$ cat src/rtl/multi_port_address_decoder_pkg.sv
// multi_port_address_decoder_pkg: register-count, decode and rotating-priority helpers
// Shared by the decoder top, its interface users and the per-register arbiter.
package multi_port_address_decoder_pkg;
  function automatic int reg_count(input int reg_width);
    return 1 << reg_width;
  endfunction
  function automatic logic onehot_bit(input int unsigned addr, input int unsigned r);
    return addr == r;
  endfunction
  // Position of port p in the priority order that starts at ptr (0 = highest).
  function automatic int prio_pos(input int p, input int ptr, input int ports);
    return (p - ptr + ports) % ports;
  endfunction
  function automatic int ptr_width(input int ports);
    return ports > 1 ? $clog2(ports) : 1;
  endfunction
endpackage

$ cat src/rtl/multi_port_address_decoder_if.sv
// multi_port_address_decoder_if: request/select bundle of the multi-port decoder
// In_Address/In_Enable: per-port request; Out_*: registered decode, grants and conflict stats.
interface multi_port_address_decoder_if #(
  parameter int P_RegWidth   = 3,
  parameter int P_Ports      = 2,
  parameter int P_CountWidth = 8
);
  logic [P_Ports*P_RegWidth-1:0]      In_Address;
  logic [P_Ports-1:0]                 In_Enable;
  logic [P_Ports*(2**P_RegWidth)-1:0] Out_DecodedAddress;
  logic [(2**P_RegWidth)-1:0]         Out_RegSelect;
  logic [P_Ports-1:0]                 Out_Grant;
  logic                               Out_Conflict;
  logic [P_CountWidth-1:0]            Out_ConflictCount;
  modport master (
    output In_Address, In_Enable,
    input  Out_DecodedAddress, Out_RegSelect, Out_Grant, Out_Conflict, Out_ConflictCount
  );
  modport slave (
    input  In_Address, In_Enable,
    output Out_DecodedAddress, Out_RegSelect, Out_Grant, Out_Conflict, Out_ConflictCount
  );
endinterface

$ cat src/rtl/multi_port_address_decoder_rr_priority_select.sv
// rr_priority_select: one-hot winner among requesters, priority rotating from ptr
// req: per-port request; ptr: highest-priority port; win: one-hot winner (0 if no request).
module rr_priority_select
  import multi_port_address_decoder_pkg::*;
#(
  parameter int P_Ports = 2,
  parameter int PtrW    = ptr_width(P_Ports)
) (
  input  logic [P_Ports-1:0] req,
  input  logic [PtrW-1:0]    ptr,
  output logic [P_Ports-1:0] win
);
  // A port wins when it requests and no requester sits earlier in the rotated order.
  always_comb begin
    win = '0;
    for (int p = 0; p < P_Ports; p++) begin
      win[p] = req[p];
      for (int q = 0; q < P_Ports; q++)
        if (req[q] && prio_pos(q, int'(ptr), P_Ports) < prio_pos(p, int'(ptr), P_Ports)) win[p] = 1'b0;
    end
  end
endmodule

$ cat src/rtl/multi_port_address_decoder.sv
// multi_port_address_decoder: registered multi-port one-hot decoder with rotating arbitration
// In_Clock/In_Reset: clock and sync active-high reset; bus: slave side of the request bundle.
module multi_port_address_decoder
  import multi_port_address_decoder_pkg::*;
#(
  parameter int P_RegWidth   = 3,
  parameter int P_Ports      = 2,
  parameter int P_CountWidth = 8
) (
  input logic In_Clock,
  input logic In_Reset,
  multi_port_address_decoder_if.slave bus
);
  localparam int NRegs = reg_count(P_RegWidth);
  localparam int PtrW  = ptr_width(P_Ports);
  logic [P_Ports-1:0]       req [NRegs];
  logic [P_Ports-1:0]       win [NRegs];
  logic [P_Ports*NRegs-1:0] dec_d, dec_q;
  logic [NRegs-1:0]         sel_d, sel_q;
  logic [P_Ports-1:0]       grant_d, grant_q;
  logic                     conflict_d, conflict_q;
  logic [P_CountWidth-1:0]  cnt_d, cnt_q;
  logic [PtrW-1:0]          ptr_d, ptr_q;
  always_comb begin
    for (int r = 0; r < NRegs; r++)
      for (int p = 0; p < P_Ports; p++)
        req[r][p] = bus.In_Enable[p] && onehot_bit(int'(bus.In_Address[p*P_RegWidth +: P_RegWidth]), r);
  end
  for (genvar r = 0; r < NRegs; r++) begin : g_arb
    rr_priority_select #(.P_Ports(P_Ports), .PtrW(PtrW)) u_sel (
      .req(req[r]),
      .ptr(ptr_q),
      .win(win[r])
    );
  end
  // Each port addresses exactly one register, so its slice is just its win bits across registers.
  always_comb begin
    grant_d = '0;
    dec_d   = '0;
    sel_d   = '0;
    for (int r = 0; r < NRegs; r++) begin
      grant_d  = grant_d | win[r];
      sel_d[r] = |win[r];
      for (int p = 0; p < P_Ports; p++)
        dec_d[p*NRegs + r] = win[r][p];
    end
    // Every register with requesters grants exactly one, so any ungranted requester means a conflict.
    conflict_d = |(bus.In_Enable & ~grant_d);
    ptr_d      = conflict_d ? (ptr_q == PtrW'(P_Ports - 1) ? '0 : ptr_q + 1'b1) : ptr_q;
    cnt_d      = (conflict_d && cnt_q != '1) ? cnt_q + 1'b1 : cnt_q;
  end
  always_ff @(posedge In_Clock) begin
    if (In_Reset) begin
      dec_q      <= '0;
      sel_q      <= '0;
      grant_q    <= '0;
      conflict_q <= 1'b0;
      cnt_q      <= '0;
      ptr_q      <= '0;
    end else begin
      dec_q      <= dec_d;
      sel_q      <= sel_d;
      grant_q    <= grant_d;
      conflict_q <= conflict_d;
      cnt_q      <= cnt_d;
      ptr_q      <= ptr_d;
    end
  end
  assign bus.Out_DecodedAddress = dec_q;
  assign bus.Out_RegSelect      = sel_q;
  assign bus.Out_Grant          = grant_q;
  assign bus.Out_Conflict       = conflict_q;
  assign bus.Out_ConflictCount  = cnt_q;
endmodule

$ cat src/flat_wrapper.sv
// flat-port wrapper written by rule: the top's interface ports become plain ports
module multi_port_address_decoder_flat import multi_port_address_decoder_pkg::*;
#(
  parameter int P_RegWidth   = 3,
  parameter int P_Ports      = 2,
  parameter int P_CountWidth = 8
)
  (In_Clock, In_Reset, bus_In_Address, bus_In_Enable, bus_Out_DecodedAddress, bus_Out_RegSelect, bus_Out_Grant, bus_Out_Conflict, bus_Out_ConflictCount);
  multi_port_address_decoder_if #(.P_RegWidth(P_RegWidth), .P_Ports(P_Ports), .P_CountWidth(P_CountWidth)) bus_i ();
  input logic In_Clock;
  input logic In_Reset;
  input wire logic [$bits(bus_i.In_Address)-1:0] bus_In_Address;
  input wire logic [$bits(bus_i.In_Enable)-1:0] bus_In_Enable;
  output wire logic [$bits(bus_i.Out_DecodedAddress)-1:0] bus_Out_DecodedAddress;
  output wire logic [$bits(bus_i.Out_RegSelect)-1:0] bus_Out_RegSelect;
  output wire logic [$bits(bus_i.Out_Grant)-1:0] bus_Out_Grant;
  output wire logic [$bits(bus_i.Out_Conflict)-1:0] bus_Out_Conflict;
  output wire logic [$bits(bus_i.Out_ConflictCount)-1:0] bus_Out_ConflictCount;
  assign bus_i.In_Address = bus_In_Address;
  assign bus_i.In_Enable = bus_In_Enable;
  assign bus_Out_DecodedAddress = bus_i.Out_DecodedAddress;
  assign bus_Out_RegSelect = bus_i.Out_RegSelect;
  assign bus_Out_Grant = bus_i.Out_Grant;
  assign bus_Out_Conflict = bus_i.Out_Conflict;
  assign bus_Out_ConflictCount = bus_i.Out_ConflictCount;
  multi_port_address_decoder #(.P_RegWidth(P_RegWidth), .P_Ports(P_Ports), .P_CountWidth(P_CountWidth)) u_core (.In_Clock(In_Clock), .In_Reset(In_Reset), .bus(bus_i));
endmodule
$ cat config.mk
export PLATFORM = sky130hd
export DESIGN_NAME = multi_port_address_decoder_flat
export DESIGN_NICKNAME = d
export VERILOG_FILES = /design/src/rtl/multi_port_address_decoder_pkg.sv /design/src/rtl/multi_port_address_decoder_if.sv /design/src/rtl/multi_port_address_decoder_rr_priority_select.sv /design/src/rtl/multi_port_address_decoder.sv /design/src/flat_wrapper.sv
export SDC_FILE = /design/constraint.sdc
export NUM_CORES = 1
export LEC_CHECK = 0
export ABC_AREA = 1
export CAP_MARGIN = 40
export CORE_AREA = 2 2 59 61
export CTS_CLUSTER_DIAMETER = 30
export DETAILED_ROUTE_END_ITERATION = 10
export DIE_AREA = 0 0 61 63
export PLACE_DENSITY = 0.88
export SLEW_MARGIN = 20
export SYNTH_ARGS = -nofsm -noshare
export SYNTH_HDL_FRONTEND = slang
export SYNTH_SLANG_ARGS = --single-unit
$ cat constraint.sdc
create_clock -name In_Clock -period 4.2 [get_ports In_Clock]
set_clock_uncertainty 0.1 [all_clocks]
set_input_delay 0.42 -clock In_Clock [delete_from_list [all_inputs] [get_ports In_Clock]]
set_output_delay 0.42 -clock In_Clock [all_outputs]
set_load 0.01 [all_outputs]
### Word-level counts from Yosys, hierarchy flattened

Index checks and enable logic that the tools add are counted.

| word-level totals | value |
|---|---|
| bits in registers | 36 |
| output and inout bits | 35 |
| input port bits | 10 |
| word-level logic and storage cells | 135 |

| operators by class | value |
|---|---|
| magnitude comparators | 4 |
| eq/ne operators | 15 |
| muxes and demuxes | 33 |
| $add $sub $neg | 6 |
| bitwise gates (word level) | 11 |
| reduce and logical (&&, ||, !) cells | 60 |

Operator list:

| operator | number |
|---|---|
| $logic_and A1 B1 Y1 | 49 |
| $mux W1 | 33 |
| $add A32 B3 Y32 const B | 1 |
| $eq A3 B3 Y1 const B | 8 |
| $reduce_or A2 Y1 | 9 |
| $or A2 B2 Y2 | 7 |
| $eq A3 B2 Y1 const B | 4 |
| $add A8 B1 Y8 const B | 1 |
| $lt A2 B2 Y1 | 4 |
| $ne A8 B8 Y1 const B | 1 |
| $eq A3 B1 Y1 const B | 2 |
| $logic_not A3 Y1 | 2 |
| $add A2 B3 Y4 const B | 1 |
| $sub A1 B1 Y2 const A | 2 |
| $and A1 B1 Y1 | 2 |
| $and A2 B2 Y2 | 1 |
| $not A2 Y2 | 1 |
| $add A1 B1 Y1 const B | 1 |

### Longest topological paths before layout

| logic depth | value |
|---|---|
| word-level depth | 18 |
| mapped depth | 13 |
| mapped depth without buffers | 13 |

### Modules after synthesis

A second synthesis with hierarchy kept.

| unflattened totals | value |
|---|---|
| cells, all modules | 227 |
| area total of the unflattened synthesis | 1654.1 µm² |

By module, submodules not included:

| module | seq. area each (µm²) | cells an instance | times used | area an instance (µm²) |
|---|---|---|---|---|
| multi_port_address_decoder | 720.7 | 195 | 1 | 1433.9 |
| rr_priority_select | 0.0 | 4 | 8 | 27.5 |

### Worst setup path after synthesis

OpenSTA, ideal clock, no wires.

| path | value |
|---|---|
| kind | input-to-reg |
| start | input bus_In_Address[5] |
| end | register u_core.cnt_q[6], in the netlist u_core.bus.Out_ConflictCount[6] |
| path slack | 2.518 ns |
| path buffers | 1 |
| data arrival time | 1.467 ns |
| library setup time | 0.115 ns |
| cell stages on the path | 13 |
| data required time | 3.985 ns |
| path through | inv_1 > nand2_1 > nor2_1 > nand2_1 > nand2_1 > nand2_1 > nor2_1 > nand3_1 > nand2_2 > buf_6 > nand3_1 > nand2_1 > nor2_1 |

| on the way | value |
|---|---|
| word-level cells in the longest chain between the ends | 15 |
| elaborated cells on any way between the ends | 67 |
| those cells by class | 7 x eq/ne; 24 x mux; 9 x bitwise; 27 x reduce/logical |

RTL lines:

| what | RTL line | text |
|---|---|---|
| start: declaration | flat_wrapper.sv:12 | `input wire logic [$bits(bus_i.In_Address)-1:0] bus_In_Address;` |
| $eq A3 B1 Y1 / $logic_not A3 Y1 (equally long branches) | multi_port_address_decoder_pkg.sv:8 | `return addr == r;` |
| $logic_and A1 B1 Y1 | multi_port_address_decoder.sv:27 | `req[r][p] = bus.In_Enable[p] && onehot_bit(int'(bus.In_Address[p*P_RegWidth +: P_RegWidth]), r);` |
| $mux W1 / $logic_and A1 B1 Y1 (equally long branches) | multi_port_address_decoder_rr_priority_select.sv:19 | `if (req[q] && prio_pos(q, int'(ptr), P_Ports) < prio_pos(p, int'(ptr), P_Ports)) win[p] = 1'b0;` |
| $mux W1 | multi_port_address_decoder_rr_priority_select.sv:19 |  |
| $or A2 B2 Y2 (6 in series) | multi_port_address_decoder.sv:42 | `grant_d = grant_d \| win[r];` |
| $or A2 B2 Y2 (*) | multi_port_address_decoder.sv:42 |  |
| $not A2 Y2 (*) | multi_port_address_decoder.sv:48 | `conflict_d = \|(bus.In_Enable & ~grant_d);` |
| $and A2 B2 Y2 (*) | multi_port_address_decoder.sv:48 |  |
| $reduce_or A2 Y1 (*) | multi_port_address_decoder.sv:48 |  |
| $logic_and A1 B1 Y1 (*) | multi_port_address_decoder.sv:50 | `cnt_d = (conflict_d && cnt_q != '1) ? cnt_q + 1'b1 : cnt_q;` |
| end signal: assignment | multi_port_address_decoder.sv:65 | `cnt_q <= cnt_d;` |
| end: declaration | multi_port_address_decoder.sv:22 | `logic [P_CountWidth-1:0] cnt_d, cnt_q;` |

Mark *: on every way between the ends. The rest lies on a longest branch, timed or not.
A chain may end at the register's enable or synchronous reset.

### Final worst setup path

| path | value |
|---|---|
| start | input bus_In_Enable[1] |
| end | register u_core.ptr_q |

| on the way | value |
|---|---|
| word-level cells in the longest chain between the ends | 13 |
| elaborated cells on any way between the ends | 58 |
| those cells by class | 24 x mux; 9 x bitwise; 25 x reduce/logical |

RTL lines:

| what | RTL line | text |
|---|---|---|
| start: declaration | flat_wrapper.sv:13 | `input wire logic [$bits(bus_i.In_Enable)-1:0] bus_In_Enable;` |
| $logic_and A1 B1 Y1 | multi_port_address_decoder.sv:27 |  |
| $mux W1 / $logic_and A1 B1 Y1 (equally long branches) | multi_port_address_decoder_rr_priority_select.sv:19 |  |
| $mux W1 | multi_port_address_decoder_rr_priority_select.sv:19 |  |
| $or A2 B2 Y2 (7 in series) | multi_port_address_decoder.sv:42 |  |
| $not A2 Y2 | multi_port_address_decoder.sv:48 |  |
| $and A2 B2 Y2 (*) | multi_port_address_decoder.sv:48 |  |
| $reduce_or A2 Y1 (*) | multi_port_address_decoder.sv:48 |  |
| end signal: assignment | multi_port_address_decoder.sv:66 | `ptr_q <= ptr_d;` |
| end: declaration | multi_port_address_decoder.sv:23 | `logic [PtrW-1:0] ptr_d, ptr_q;` |

Marked as above.

==> impl_metrics.json <==
{
  "crit_path_start_kind": "input pin",
  "post_cts_buffers": 0,
  "die_y_um": 63,
  "antenna_found_initial": 0,
  "synthesis.nets": 229,
  "crit_type": "input pin to register",
  "synth_compound_area_frac": 0.0605,
  "ff2ff_path_depth": 11,
  "clock_latency_ns": 0.33,
  "die-area_um2": 3840,
  "path_cells": "clkdlybuf4s50_1, nand2_2, nor2_1, nand2_1, nand2_1, nand2_1, nor2_1, nand3_1, nand2_2, inv_1, nand2_1, nand3_1, inv_1",
  "synthAdderAreaFrac": 0.00840,
  "core_area_um2": 3230,
  "grt_remaining_overflow": 0,
  "yosysUniqueCellTypes": 15,
  "via_count": 1507,
  "gp_congestion": 0.932,
  "crit_top_cell": "nand2_1",
  "r2r_slack_ns": 2.15,
  "drt_first_pass_iters": 4,
  "ys_seq_area_frac": 0.484,
  "cts_sinks": 36,
  "htreeDepth": 2,
  "min_path_cells": 2,
  "vias_per_cell": 4.85,
  "numPortBuffers": 44,
  "yosysWarnings": 0,
  "max-slew-margin-rel": 0.657,
  "area_delta_synth_final_pct": 36.3,
  "die_width_um": 61,
  "drv_slew": 0,
  "cp_num_buf_inv": 3,
  "power_leakage_nw": 0.903,
  "drive_above_1_share": 0.0377,
  "gr-usage-all-layers": 0.183,
  "synth_mux_area_frac": 0,
  "cts_buffers": 5,
  "avgRoutedWirePerCell_um": 10.7,
  "period_share": 0.522,
  "stdcell_count": 311,
  "worstReg2RegStart": "u_core.ptr_q$_SDFFE_PP0P_",
  "path_max_fanout": 17,
  "synth_top_family_by_area": "simple AND/OR/NAND/NOR gates",
  "crit_path_max_incr_delay_ns": 0.54,
  "status": "finished, final reports clean",
  "n_antenna_cell": 0,
  "critical_path_arrival_ns": 2.38,
  "drc": 0,
  "netlist_area_um2": 1490,
  "ant_nets": 0,
  "synthXorXnorAreaFrac": 0,
  "yosys.area_share.simple": 0.372,
  "io_pins": 45,
  "min_from": "u_core.bus.Out_ConflictCount[1]$_SDFFE_PP0P_",
  "maxCapViolations": 0,
  "totalWireLength_um": 3320,
  "grt_max_degree": 29,
  "critPathTopFamily": "simple AND/OR/NAND/NOR gates",
  "cp_slowest_cell": "clkdlybuf4s50_1",
  "first_global_vias": 1242,
  "endpoint_kind": "register",
  "place_hpwl_um": 2390,
  "drt_iter0_markers": 54,
  "root_buffer": "clkbuf_4",
  "start_util": 0.461,
  "ir_drop_mv": 0.184,
  "dp.cells": 303,
  "clock.fmax_mhz": 456,
  "hold_buffers": 0,
  "hold_viol": 0,
  "syn_avg_cell_area_um2": 6.84,
  "grt_pass1_wl_um": 5310,
  "worst_pin_slew_ns": 0.513,
  "clk_pin_slew_ns": 0.10,
  "period_minus_slack_ns": 2.19,
  "rsz0062_at_grt": "false",
  "cts_tree": "built",
  "syn_inst": 218,
  "required_ns": 4.39,
  "setup_viol": 0,
  "min_path_type": "register to register",
  "ys_ff_latch": 36,
  "powerDensity_nw_per_um2": 323,
  "r2r_end": "u_core.ptr_q$_SDFFE_PP0P_",
  "hold_path_end": "u_core.bus.Out_ConflictCount[1]$_SDFFE_PP0P_",
  "nNetsFinal": 276,
  "setup-tns-final_ns": 0,
  "cts_resized": 0,
  "num_rows": 21,
  "clockBufferDepth": 2
}
metal layers:
layer  vias up  track usage  routed length [um]
met3        10       0.0642                 255
met4         0       0.0734                  76
met1       661        0.235                1420
met2        64        0.276                1570
li1        772            -                   -
met5         -            0                   0
report_power, final:
group	switching, W	total (W)	internal [W]
clock network	0.000102	0.000197	0.0000949
registers	0.00000881	0.000362	0.000353
logic	0.0000548	0.0000974	0.0000426
total	0.000166	0.000657	0.000491
layout by cell type, fill, tap and decap left out:
| cell type | instances |
|---|---|
| buf_6 | 1 |
| and3_1 | 1 |
| clkbuf_8 | 2 |
| nand2_2 | 2 |
| clkdlybuf4s50_1 | 44 |
| clkbuf_4 | 5 |
| nor2_1 | 56 |
| dfxtp_1 | 36 |
| clkinv_1 | 2 |
| ha_1 | 1 |
| nand2_1 | 53 |
| a21oi_1 | 18 |
| nand4_1 | 1 |
| inv_1 | 19 |
| nand3_1 | 23 |
| nor3_1 | 1 |
layout make-up:
type / count / area, um^2
fill: 309 / 1200
sequential: 36 / 721
multi-input combinational: 156 / 657
timing repair buffer: 45 / 452
inverter: 21 / 78.8
clock buffer: 7 / 65.1
tap: 46 / 57.6
kinds of logic after synthesis:
group | count (synthesis)
and+or+nand+nor | 137
AOI/OAI and AO/OA | 18
buffers and inverters | 26
adders and majority gates | 1
DFF | 36
sequential cells by signal, indices dropped and copies added (netlist names):
| name | flops |
|---|---|
| u_core.bus.Out_Grant | 2 |
| u_core.bus.Out_Conflict | 1 |
| u_core.bus.Out_RegSelect | 8 |
| u_core.ptr_q | 1 |
| u_core.bus.Out_ConflictCount | 8 |
| u_core.bus.Out_DecodedAddress | 16 |
synthesized netlist by cell type:
| cell | number | area (um^2) |
|---|---|---|
| ha_1 | 1 | 12.5 |
| clkbuf_1 | 1 | 3.75 |
| and3_1 | 1 | 6.26 |
| clkinv_1 | 2 | 7.51 |
| buf_1 | 2 | 7.51 |
| dfxtp_1 | 36 | 721 |
| nor2_1 | 56 | 210 |
| nand4_1 | 1 | 6.26 |
| nand2_1 | 53 | 199 |
| a21oi_1 | 18 | 90.1 |
| buf_6 | 2 | 22.5 |
| inv_1 | 19 | 71.3 |
| nand3_1 | 23 | 115 |
| nand2_2 | 2 | 12.5 |
| nor3_1 | 1 | 5.00 |
worst max-delay path by stage:
stage | from | endpoint | slack, ns | depth (start not counted)
finish | bus_In_Enable[1] | u_core.ptr_q$_SDFFE_PP0P_ | 2.01 | 13
floorplan | bus_In_Address[5] | u_core.bus.Out_ConflictCount[6]$_SDFFE_PP0P_ | 2.52 | 13
CTS | bus_In_Enable[1] | u_core.ptr_q$_SDFFE_PP0P_ | 2.06 | 13
detailed placement | bus_In_Enable[1] | u_core.bus.Out_ConflictCount[3]$_SDFFE_PP0P_ | 1.71 | 12
global route | bus_In_Address[3] | u_core.ptr_q$_SDFFE_PP0P_ | 1.82 | 13
global placement | bus_In_Enable[1] | u_core.ptr_q$_SDFFE_PP0P_ | 1.74 | 13
tightest hold or removal path, cell delays in order (launching register included):
cell and delay, ns:
dfxtp_1 0.35, a21oi_1 0.12, nor2_1 0.05
through the flow:
step                area [um^2]  hold WS [ns]  setup slack [ns]  total power, W   util
finish                     2030         0.461              2.01        0.000657  0.628
global route               2030         0.475              1.82        0.000692  0.628
CTS                        2020         0.455              2.06        0.000662  0.625
detailed placement         1950         0.434              1.71        0.000465  0.605
global placement           1950         0.429              1.74        0.000463  0.605
floorplan                  1490         0.445              2.52        0.000426      -
No activity file was read; power rests on OpenSTA's default activity.
